### config.mk
export PLATFORM = sky130hd
export DESIGN_NAME = regfile_wb_arbiter
export DESIGN_NICKNAME = d
export VERILOG_FILES = /design/src/rtl/regfile_wb_arbiter.sv
export SDC_FILE = /design/constraint.sdc
export NUM_CORES = 1
export LEC_CHECK = 0
export BUFFER_PORTS_ARGS = -buffer_cell sky130_fd_sc_hd__buf_2
export CORE_MARGIN = 8
export CORE_UTILIZATION = 39
export DETAILED_ROUTE_END_ITERATION = 10
export PLACE_DENSITY = 0.77
export SLEW_MARGIN = 30
export SYNTH_ARGS = -nofsm -noshare
export SYNTH_HDL_FRONTEND = slang
export SYNTH_SLANG_ARGS = --single-unit
export TNS_END_PERCENT = 50
### constraint.sdc
create_clock -name CLK -period 2.1 [get_ports CLK]
set_input_delay 0.315 -clock CLK [delete_from_list [all_inputs] [get_ports CLK]]
set_output_delay 0.315 -clock CLK [all_outputs]
set_load 0.005 [all_outputs]
### src/rtl/regfile_wb_arbiter.sv
// rtl/regfile_wb_arbiter.sv - register-file writeback arbiter for LD/ALU/MD (optional bypass: WB_FWD_EN)
module regfile_wb_arbiter #(
   parameter int MAX_WAIT = 4,
   parameter int WCNT_W   = 3
) (
   input  logic        CLK,
   input  logic        RST,
   input  logic        ld_req,
   input  logic [4:0]  ld_rd,
   input  logic [31:0] ld_data,
   output logic        ld_ack,
   input  logic        alu_req,
   input  logic [4:0]  alu_rd,
   input  logic [31:0] alu_data,
   output logic        alu_ack,
   input  logic        md_req,
   input  logic [4:0]  md_rd,
   input  logic [31:0] md_data,
   output logic        md_ack,
   output logic        we,
   output logic [4:0]  waddr,
   output logic [31:0] wdata,
   output logic        conflict
`ifdef WB_FWD_EN
   ,
   input  logic [4:0]  rs_addr,
   input  logic [4:0]  rt_addr,
   output logic        fwd_rs_hit,
   output logic        fwd_rt_hit,
   output logic [31:0] fwd_rs_data,
   output logic [31:0] fwd_rt_data
`endif
);

   localparam logic [WCNT_W-1:0] WAIT_MAX = WCNT_W'(MAX_WAIT);

   logic [WCNT_W-1:0] ld_wcnt, alu_wcnt, md_wcnt;
   logic pend_ld, pend_alu, pend_md;
   logic starv_ld, starv_alu, starv_md;
   logic gnt_ld, gnt_alu, gnt_md;
   logic any_gnt, multi_pend;

   // Writes to r0 are discarded, so only nonzero destinations compete for the port.
   assign pend_ld  = ld_req  && (ld_rd  != 5'd0);
   assign pend_alu = alu_req && (alu_rd != 5'd0);
   assign pend_md  = md_req  && (md_rd  != 5'd0);

   assign starv_ld  = pend_ld  && (ld_wcnt  == WAIT_MAX);
   assign starv_alu = pend_alu && (alu_wcnt == WAIT_MAX);
   assign starv_md  = pend_md  && (md_wcnt  == WAIT_MAX);

   assign multi_pend = (pend_ld && pend_alu) || (pend_ld && pend_md) || (pend_alu && pend_md);
   assign any_gnt    = gnt_ld || gnt_alu || gnt_md;

   // Pick one winner: starved sources first, then LD > ALU > MD within each class.
   always_comb begin
      gnt_ld  = 1'b0;
      gnt_alu = 1'b0;
      gnt_md  = 1'b0;
      if (starv_ld)       gnt_ld  = 1'b1;
      else if (starv_alu) gnt_alu = 1'b1;
      else if (starv_md)  gnt_md  = 1'b1;
      else if (pend_ld)   gnt_ld  = 1'b1;
      else if (pend_alu)  gnt_alu = 1'b1;
      else if (pend_md)   gnt_md  = 1'b1;
   end

   // r0 requests are acknowledged immediately alongside whichever source wins the port.
   always_comb begin
      ld_ack  = RST && (gnt_ld  || (ld_req  && (ld_rd  == 5'd0)));
      alu_ack = RST && (gnt_alu || (alu_req && (alu_rd == 5'd0)));
      md_ack  = RST && (gnt_md  || (md_req  && (md_rd  == 5'd0)));
   end

   function automatic logic [WCNT_W-1:0] next_wcnt(input logic [WCNT_W-1:0] cnt,
                                                  input logic req, input logic ack);
      if (!req || ack)
         return '0;
      else if (cnt == WAIT_MAX)
         return cnt;
      else
         return cnt + WCNT_W'(1);
   endfunction

   // Count consecutive denied cycles per source, saturating at the starvation threshold.
   always_ff @(posedge CLK) begin
      if (!RST) begin
         ld_wcnt  <= '0;
         alu_wcnt <= '0;
         md_wcnt  <= '0;
      end else begin
         ld_wcnt  <= next_wcnt(ld_wcnt,  ld_req,  ld_ack);
         alu_wcnt <= next_wcnt(alu_wcnt, alu_req, alu_ack);
         md_wcnt  <= next_wcnt(md_wcnt,  md_req,  md_ack);
      end
   end

   // Registered write port; address and data hold when nothing is granted.
   always_ff @(posedge CLK) begin
      if (!RST) begin
         we       <= 1'b0;
         waddr    <= 5'd0;
         wdata    <= 32'd0;
         conflict <= 1'b0;
      end else begin
         we       <= any_gnt;
         conflict <= multi_pend;
         if (gnt_ld) begin
            waddr <= ld_rd;
            wdata <= ld_data;
         end else if (gnt_alu) begin
            waddr <= alu_rd;
            wdata <= alu_data;
         end else if (gnt_md) begin
            waddr <= md_rd;
            wdata <= md_data;
         end
      end
   end

`ifdef WB_FWD_EN
   // Bypass the write landing this cycle to decode's source operands.
   always_comb begin
      fwd_rs_hit  = we && (waddr == rs_addr) && (rs_addr != 5'd0);
      fwd_rt_hit  = we && (waddr == rt_addr) && (rt_addr != 5'd0);
      fwd_rs_data = fwd_rs_hit ? wdata : 32'd0;
      fwd_rt_data = fwd_rt_hit ? wdata : 32'd0;
   end
`endif

endmodule

# [Word-level counts from Yosys, hierarchy flattened]
# Index checks and enable logic that the tools add are counted.
[op_classes] order_cmp=0 n_reduce_logical=38 add_sub_neg=3 mux=21 shifts=0 bitwise=1 multipliers=0 n_eq_ne=3 div=0
[ops] op="32-bit 2-to-1 mux" count=3
[ops] op="1-bit logical AND" count=15
[ops] op="5-bit zero test" count=3
[ops] op="1-bit 2-to-1 mux" count=15
[ops] op="5-bit 2-to-1 mux" count=3
[ops] op="5-bit nonzero test" count=3
[ops] op="1-bit logical OR" count=10
[ops] op="3-bit by 1-bit adder with 3-bit output, second input constant" count=3
[ops] op="3-bit equality test, second input constant" count=3
[ops] op="2-bit OR reduction" count=3
[ops] op="1-bit zero test" count=3
[ops] op="3-bit nonzero test" count=1
[ops] op="1-bit inverter" count=1
[totals] wordCells=73 mem_count=0 reg_bits=48 latchBits=0 output_inout_bits=42 romBits=0 ramBits=0 inputBits=116

# [Longest topological paths before layout]
# Gate-level depths: netlist of run 1.
[logic_depth] ltp_word=12 mapped_depth=9 depth_no_buf=7

# [Worst setup path before layout of run 1]
# OpenSTA, ideal clock, no wires.
[synth_timing] kind="input port to flip-flop" start="input port alu_rd[0]" end="register waddr[0]" t_required_ps=1978 cell_stages=5 arrival_time_ps=1862 path_slack_ps=116 n_path_buf=0 setup_ps=122 cell_sequence="or4_4 -> o211a_1 -> o21a_1 -> o211a_1 -> a221o_1"
[synth_via] elab_chain_cells=9 elab_cells_between_ends=18 classes_between="mux: 14; reduce/logical: 4"
[synth_lines] element="start, declared" line="13" rtl="input logic [4:0] alu_rd,"
[synth_lines] element="5-bit nonzero test" line="45" rtl="assign pend_alu = alu_req && (alu_rd != 5'd0);"
[synth_lines] element="1-bit logical AND" line="45"
[synth_lines] element="1-bit 2-to-1 mux" line="64" rtl="else if (pend_alu) gnt_alu = 1'b1;"
[synth_lines] element="1-bit 2-to-1 mux" line="63" rtl="else if (pend_ld) gnt_ld = 1'b1;"
[synth_lines] element="1-bit 2-to-1 mux" line="62" rtl="else if (starv_md) gnt_md = 1'b1;"
[synth_lines] element="1-bit 2-to-1 mux" line="61" rtl="else if (starv_alu) gnt_alu = 1'b1;"
[synth_lines] element="1-bit 2-to-1 mux" line="60" rtl="if (starv_ld) gnt_ld = 1'b1;"
[synth_lines] element="5-bit 2-to-1 mux" line="111" rtl="end else if (gnt_alu) begin"
[synth_lines] element="5-bit 2-to-1 mux" line="108" rtl="if (gnt_ld) begin"
[synth_lines] element="end signal, assigned" line="109" rtl="waddr <= ld_rd;"
[synth_lines] element="end signal, assigned" line="112" rtl="waddr <= alu_rd;"
[synth_lines] element="end signal, assigned" line="115" rtl="waddr <= md_rd;"
[synth_lines] element="end, declared" line="21" rtl="output logic [4:0] waddr,"
# Parallel ways exist; a longest one is shown, timed or not.
# A chain may end at the register's enable or synchronous reset.

# [Worst setup path in the final report of run 1]
[layout_timing] start="input port alu_rd[0]" end="output port ld_ack"
[layout_via] elab_chain_cells=7
[layout_lines] element="5-bit nonzero test" line="45"
[layout_lines] element="1-bit logical AND" line="45"
[layout_lines] element="1-bit logical AND" line="49" rtl="assign starv_alu = pend_alu && (alu_wcnt == WAIT_MAX);"
[layout_lines] element="1-bit 2-to-1 mux" line="61"
[layout_lines] element="1-bit 2-to-1 mux" line="60"
[layout_lines] element="1-bit logical OR" line="70" rtl="ld_ack = RST && (gnt_ld || (ld_req && (ld_rd == 5'd0)));"
[layout_lines] element="1-bit logical AND" line="70"
[layout_lines] element="end, declared" line="11" rtl="output logic ld_ack,"
# No other way between the ends.

==> results of run 1 <==
## worst max-delay path: cells and delay by family
family / cells / cell delay, ns
simple gates: 1 / 0.55
buf+inv: 2 / 0.23
compound gates: 3 / 0.64
## stage by stage
stage / power (mW) / utilization [%] / hold slack [ns] / setup slack, ns
final: 2.25 / 59.6 / 0.229 / 0.0324
after global routing: 2.34 / 59.6 / 0.222 / -0.0605
after CTS: 2.26 / 58.6 / 0.243 / 0.0112
after detailed placement: 1.51 / 55.6 / 0.469 / -0.112
after global placement: 1.50 / 55.6 / 0.445 / -0.0847
after floorplan: 1.26 / - / 0.429 / 0.116
## cells in the mapped netlist (2+ instances only)
cell                        n
sky130_fd_sc_hd__buf_4      3
sky130_fd_sc_hd__clkbuf_1   6
sky130_fd_sc_hd__o21a_1     2
sky130_fd_sc_hd__buf_2      9
sky130_fd_sc_hd__dfxtp_1   48
sky130_fd_sc_hd__a221o_1    5
sky130_fd_sc_hd__o21ai_1    2
sky130_fd_sc_hd__inv_1      9
sky130_fd_sc_hd__o22ai_1   37
sky130_fd_sc_hd__a21oi_1    6
sky130_fd_sc_hd__nor4_1     3
sky130_fd_sc_hd__mux2i_1   32
sky130_fd_sc_hd__nand3b_1   2
sky130_fd_sc_hd__and2_1     2
sky130_fd_sc_hd__xnor2_1    2
sky130_fd_sc_hd__o221ai_1   2
sky130_fd_sc_hd__ha_1       6
sky130_fd_sc_hd__a211oi_1   2
sky130_fd_sc_hd__nand3_1    5
sky130_fd_sc_hd__o211a_1    2
sky130_fd_sc_hd__nand2_1   23
sky130_fd_sc_hd__o21ai_0    6
sky130_fd_sc_hd__a22oi_1   32
sky130_fd_sc_hd__nor3_1     3
sky130_fd_sc_hd__nor2_1     8
## metal layers
layer | GRT usage, % | wire length [um] | vias up
met5 | 0 | 0 | -
met4 | 6.43 | 162 | 0
met3 | 6.41 | 898 | 17
met2 | 31.6 | 4550 | 138
met1 | 19.7 | 3460 | 1341
li1 | - | - | 1401
## timing repair
| action | in CTS | in global routing |
|---|---|---|
| buffers inserted | 4 | 2 |
| pin swaps | 4 | 2 |
| gates resized for setup | 11 | 12 |
| endpoints found under the setup margin | 2 | 8 |
## logic make-up after synthesis
family | Yosys count | synth area share (%)
flops | 48 | 38.1
simple gates | 54 | 10.7
buf+inv | 27 | 4.91
mux | 32 | 12.7
xor+xnor | 2 | 0.694
fa+ha+maj | 6 | 2.97
compound gates | 106 | 30.0
## state kept, by name (all words and copies together), names as in the netlist
| register | count |
|---|---|
| alu_wcnt | 3 |
| waddr | 5 |
| conflict | 1 |
| wdata | 32 |
| we | 1 |
| ld_wcnt | 3 |
| md_wcnt | 3 |
## final timing paths
check / endpoint / depth (start not counted) / slack [ns]
setup reg to reg: wdata[1] / 9 / 0.07
hold reg to reg: ld_wcnt[0] / 1 / 0.44
setup / recovery: ld_ack / 6 / 0.03
hold / removal: waddr[1] / 2 / 0.23
## power by group
part	switching (mW)	internal (mW)
logic	0.237	0.261
clock network	0.326	0.421
registers	0.0321	0.977
## final cells by class
class / count / area (um^2) / area share [%]
multi-input combinational: 200 / 1520 / 40.4
timing repair buffer: 179 / 1020 / 27.1
tap: 77 / 96.3 / 2.56
inverter: 9 / 33.8 / 0.899
sequential: 48 / 967 / 25.7
clock buffer: 7 / 96.3 / 2.56
clock inverter: 1 / 30.0 / 0.799
==> flow_metrics.env, run 1 <==
export IMPL_routed_wire_length_per_instance_um=17.4
export IMPL_layout_area_overhead_vs_synth_pct=48.9
export IMPL_path_class="in2out"
export IMPL_result_of_the_run="finished, final reports clean"
export IMPL_grt_pass1_wl_mm=13.4
export IMPL_final_antenna_net_count=0
export IMPL_floorplan_core_area_um2=6310
export IMPL_mappedNetlistNets=397
export IMPL_stage_delay_of_the_slowest_cell_on_the_critical_path_ns=0.55
export IMPL_cp_data_arrival_time_ns=1.75
export IMPL_die_boundary_height_um=96.5
export IMPL_cp_max_fo=4
export IMPL_start_kind="input port"
export IMPL_chip_width_um=96.5
export IMPL_postSynthCellCount=275
export IMPL_floorplan_rows=29
export IMPL_synthesis_area_um2=2520
export IMPL_layout_cells_most_common="sky130_fd_sc_hd__buf_2"
export IMPL_maximum_number_of_pins_on_one_net_before_global_route_repair=33
export IMPL_finalMaxSlewViolations=0
export IMPL_hold_violations=0
export IMPL_antenna_violations_before_repair=0
export IMPL_tritoncts_num_buffers=5
export IMPL_synth_area_leaders="sky130_fd_sc_hd__dfxtp_1 (38%), sky130_fd_sc_hd__mux2i_1 (13%), sky130_fd_sc_hd__a22oi_1 (9.5%)"
export IMPL_hold_path_class="in2reg"
export IMPL_ys_async_sr_fraction_pct=0
export IMPL_ys_seq_area_share_pct=38.1
export IMPL_cellLeakagePower_nw=1.87
export IMPL_post_synth_cell_area_avg_um2=9.18
export IMPL_worstMarginPinSlew_ns=0.588
export IMPL_fp_dieArea_um2=9300
export IMPL_clk_insertion_delay_late_ns=0.31
export IMPL_num_nets_final=565
export IMPL_dominantRegCellSynth="sky130_fd_sc_hd__dfxtp_1"
export IMPL_grt_total_usage_pct=18.1
export IMPL_power_density_nw_per_um2=599
export IMPL_place_hpwl_mm=6.83
export IMPL_fin_area_um2=3760
export IMPL_first_global_vias=2974
export IMPL_post_route_drc_count=0
export IMPL_num_io_pins=158
export IMPL_drt_pre_antenna_iters=5
export IMPL_grt_setup_unrepaired="yes"
export IMPL_timing_critical_path_required_ns=1.78
export IMPL_non_filler_cells_in_the_finished_layout=521
export IMPL_synth_edff_count=0
export IMPL_htreeDepth=2
export IMPL_number_of_synthesized_register_bits=48
export IMPL_tritoncts="yes"
export IMPL_drt_vias_per_instance=5.56
export IMPL_final_routed_wirelength_mm=9.07
export IMPL_number_of_antenna_cells_inserted=0
export IMPL_inst_count_dp=507
export IMPL_hold_buffers=0
export IMPL_ctsRootBufferMaster="sky130_fd_sc_hd__clkbuf_8"
export IMPL_commonest_cells_after_routing_fill_and_taps_aside="sky130_fd_sc_hd__buf_2 (155), sky130_fd_sc_hd__dfxtp_1 (43), sky130_fd_sc_hd__o22ai_1 (37)"
export IMPL_nFillCells=569
export IMPL_critical_path_cell_chain="buf_6 > or4_4 > o211a_1 > o21a_1 > a211oi_2 > buf_2"
export IMPL_place_congestion=0.957
export IMPL_setup_viol=0
export IMPL_layout_worst_path_cycle_share_pct=98.5
export IMPL_relative_slew_margins_pct=60.7
export IMPL_netlist_top_cell_by_area="sky130_fd_sc_hd__dfxtp_1"
export IMPL_clock_skew_final_ns=0.0103
export IMPL_route_vias_total=2897
export IMPL_cp_endpoint_kind="primary output"
export IMPL_fmax_mhz=484
export IMPL_drive_gt1_share_pct=48.4
export IMPL_critical_path_startpoint="alu_rd[0]"
export IMPL_clock_sinks=48
export IMPL_initial_utilization_pct=40.0
export IMPL_worstReg2RegStart="md_wcnt[0]"
export IMPL_timing_hold_worst_start="alu_rd[1]"
export IMPL_cp_slowest_cell="sky130_fd_sc_hd__or4_4"
export IMPL_synthDistinctLibCells=43
export IMPL_yosys_warning_total=0
export IMPL_initialDrtViolationCount=171
export IMPL_buffers_on_ports=157
export IMPL_clk_pin_slew_worst_paths_ns=0.09
export IMPL_post_route_minimum_period_ns=2.07
export IMPL_fin_tns_setup_ns=0
export IMPL_postPlaceCellArea_um2=3510
export IMPL_synth_largest_type_area_fraction_pct=38.1
export IMPL_globalRouteOverflowTotal=0
export IMPL_maxCapViolCount=0
export IMPL_vdd_drop_max_uv=323
export IMPL_clock_path_buffers=2
Power figures use the tool's default switching activity.
==> run 2, diff against run 1 <==
- BUFFER_PORTS_ARGS: -buffer_cell sky130_fd_sc_hd__buf_2 -> default
- CORE_ASPECT_RATIO: default -> 1.25
- CORE_UTILIZATION: 39 -> 57
- DONT_BUFFER_PORTS: default -> 1
- PLACE_DENSITY: 0.77 -> 0.75
==> flow_metrics.env, run 2 (synthesis results as in run 1) <==
export IMPL_result_of_the_run="finished, final reports clean"
export IMPL_hold_buffers=0
export IMPL_antenna_violations_before_repair=0
export IMPL_path_class="reg2out"
export IMPL_num_nets_final=401
export IMPL_final_antenna_net_count=0
export IMPL_drt_vias_per_instance=7.03
export IMPL_tritoncts_num_buffers=5
export IMPL_power_total_mw=1.84
export IMPL_routed_wire_length_per_instance_um=23.4
export IMPL_cellLeakagePower_nw=1.15
export IMPL_fin_area_um2=2810
export IMPL_cp_slowest_cell="sky130_fd_sc_hd__dfxtp_2"
export IMPL_clock_skew_final_ns=0.00314
export IMPL_hold_violations=0
export IMPL_clock_path_buffers=2
export IMPL_fp_dieArea_um2=6830
export IMPL_hold_path_class="in2reg"
export IMPL_grt_setup_unrepaired="yes"
export IMPL_route_vias_total=2370
export IMPL_grt_total_usage_pct=22.3
export IMPL_htreeDepth=2
export IMPL_tritoncts="yes"
export IMPL_floorplan_core_area_um2=4320
export IMPL_initial_utilization_pct=58.4
export IMPL_reg2reg_to="waddr[3]"
export IMPL_top_registers="wdata: 32 flops, waddr: 5 flops"
export IMPL_start_kind="register"
export IMPL_largest_register_ffs=32
export IMPL_layout_worst_path_cycle_share_pct=97.0
export IMPL_drive_gt1_share_pct=13.6
export IMPL_post_route_minimum_period_ns=2.04
export IMPL_layout_area_overhead_vs_synth_pct=11.1
export IMPL_drt_pre_antenna_iters=5
export IMPL_worstReg2RegStart="ld_wcnt[0]"
export IMPL_chip_width_um=75.5
export IMPL_relative_slew_margins_pct=64.6
export IMPL_critical_path_cell_chain="inv_1 > ha_2 > and2_4 > o211a_1 > o21a_1 > a211oi_2"
export IMPL_buffers_on_ports=0
export IMPL_post_route_drc_count=0
export IMPL_initialDrtViolationCount=138
export IMPL_globalRouteOverflowTotal=0
export IMPL_maximum_number_of_pins_on_one_net_before_global_route_repair=33
export IMPL_stage_delay_of_the_slowest_cell_on_the_critical_path_ns=0.33
export IMPL_grt_pass1_wl_mm=11.9
export IMPL_num_io_pins=158
export IMPL_first_global_vias=2387
export IMPL_timing_critical_path_required_ns=1.78
export IMPL_cp_data_arrival_time_ns=1.72
export IMPL_finalMaxSlewViolations=0
export IMPL_critical_path_endpoint="ld_ack"
export IMPL_number_of_antenna_cells_inserted=0
export IMPL_clk_insertion_delay_late_ns=0.30
export IMPL_critical_path_startpoint="alu_wcnt[0]"
export IMPL_ctsRootBufferMaster="sky130_fd_sc_hd__clkbuf_8"
export IMPL_die_boundary_height_um=90.4
export IMPL_ff2ff_path_depth=7
export IMPL_place_congestion=0.980
export IMPL_maxCapViolCount=0
export IMPL_setup_viol=0
export IMPL_vdd_drop_max_uv=428
export IMPL_postPlaceCellArea_um2=2690
export IMPL_cp_endpoint_kind="primary output"
export IMPL_timing_hold_worst_start="alu_rd[1]"
export IMPL_final_routed_wirelength_mm=7.89
export IMPL_top_register="wdata"
export IMPL_place_hpwl_mm=6.11
export IMPL_layout_cells_most_common="sky130_fd_sc_hd__dfxtp_1"
export IMPL_power_density_nw_per_um2=658
export IMPL_cp_max_fo=3
export IMPL_regToRegSetupSlack_ns=0.16
export IMPL_clk_pin_slew_worst_paths_ns=0.08
export IMPL_worstMarginPinSlew_ns=0.530
export IMPL_fmax_mhz=491
export IMPL_commonest_cells_after_routing_fill_and_taps_aside="sky130_fd_sc_hd__dfxtp_1 (45), sky130_fd_sc_hd__o22ai_1 (37), sky130_fd_sc_hd__a22oi_1 (32), sky130_fd_sc_hd__mux2i_1 (32), sky130_fd_sc_hd__nand2_1 (23)"
export IMPL_clock_sinks=48
export IMPL_floorplan_rows=27
-- run 2: worst min-delay path by stage --
stage	endpoint	cells after the start	slack, ns
floorplan	ld_wcnt[0]	1	0.43
global placement	ld_wcnt[0]	1	0.45
detailed placement	waddr[1]	1	0.46
CTS	waddr[1]	1	0.14
global route	waddr[0]	1	0.14
finish	waddr[1]	1	0.15
-- run 2: repair_timing --
action / CTS / global route
pin swaps: 1 / 3
resized for setup: 1 / 8
cloned: 0 / 0
endpoints found under the setup margin: 1 / 8
setup buffers: 0 / 1
-- run 2: cell type report --
| class | count | area (um^2) |
|---|---|---|
| Multi-Input combinational cell | 200 | 1490 |
| Inverter | 9 | 33.8 |
| Clock buffer | 6 | 72.6 |
| Sequential cell | 48 | 965 |
| Tap cell | 58 | 72.6 |
| Clock inverter | 1 | 5.00 |
| Timing Repair Buffer | 15 | 163 |
| Fill cell | 393 | 1520 |
-- run 2: through the flow --
step | hold slack [ns] | setup WS [ns] | TNS, ns | cells | utilization, %
3_5_place_dp | 0.456 | -0.0130 | -0.0240 | 329 | 62.2
2_1_floorplan | 0.429 | 0.116 | 0 | 275 | -
6_report | 0.147 | 0.0626 | 0 | 337 | 64.9
5_1_grt | 0.142 | -0.00772 | -0.00800 | 337 | 64.9
4_1_cts | 0.139 | 0.0278 | 0 | 336 | 64.1
3_3_place_gp | 0.451 | 0.0320 | 0 | 329 | 62.2
-- run 2: where the power goes --
group | total, mW | leakage (nW) | internal, mW | switching [mW]
combinational | 0.289 | 0.714 | 0.138 | 0.151
sequential | 1.03 | 0.398 | 0.977 | 0.0572
clock | 0.521 | 0.0410 | 0.227 | 0.294
total | 1.84 | 1.15 | 1.34 | 0.503
-- run 2: worst max-delay path: cells and delay by family, from the launching register on --
family	cells	cell delay, ns
buffers and inverters	1	0.06
flip-flops	1	0.33
adder cells (fa/ha/maj)	1	0.19
AND/OR/NAND/NOR	1	0.16
AO/OA/AOI/OAI	3	0.68
-- run 2: routing by layer --
metal	vias to the layer above	track usage [%]	routed length, um
met5	-	0	0
met4	0	10.1	238
met3	25	10.6	1050
met2	166	36.3	3930
met1	1108	23.2	2680
li1	1071	-	-
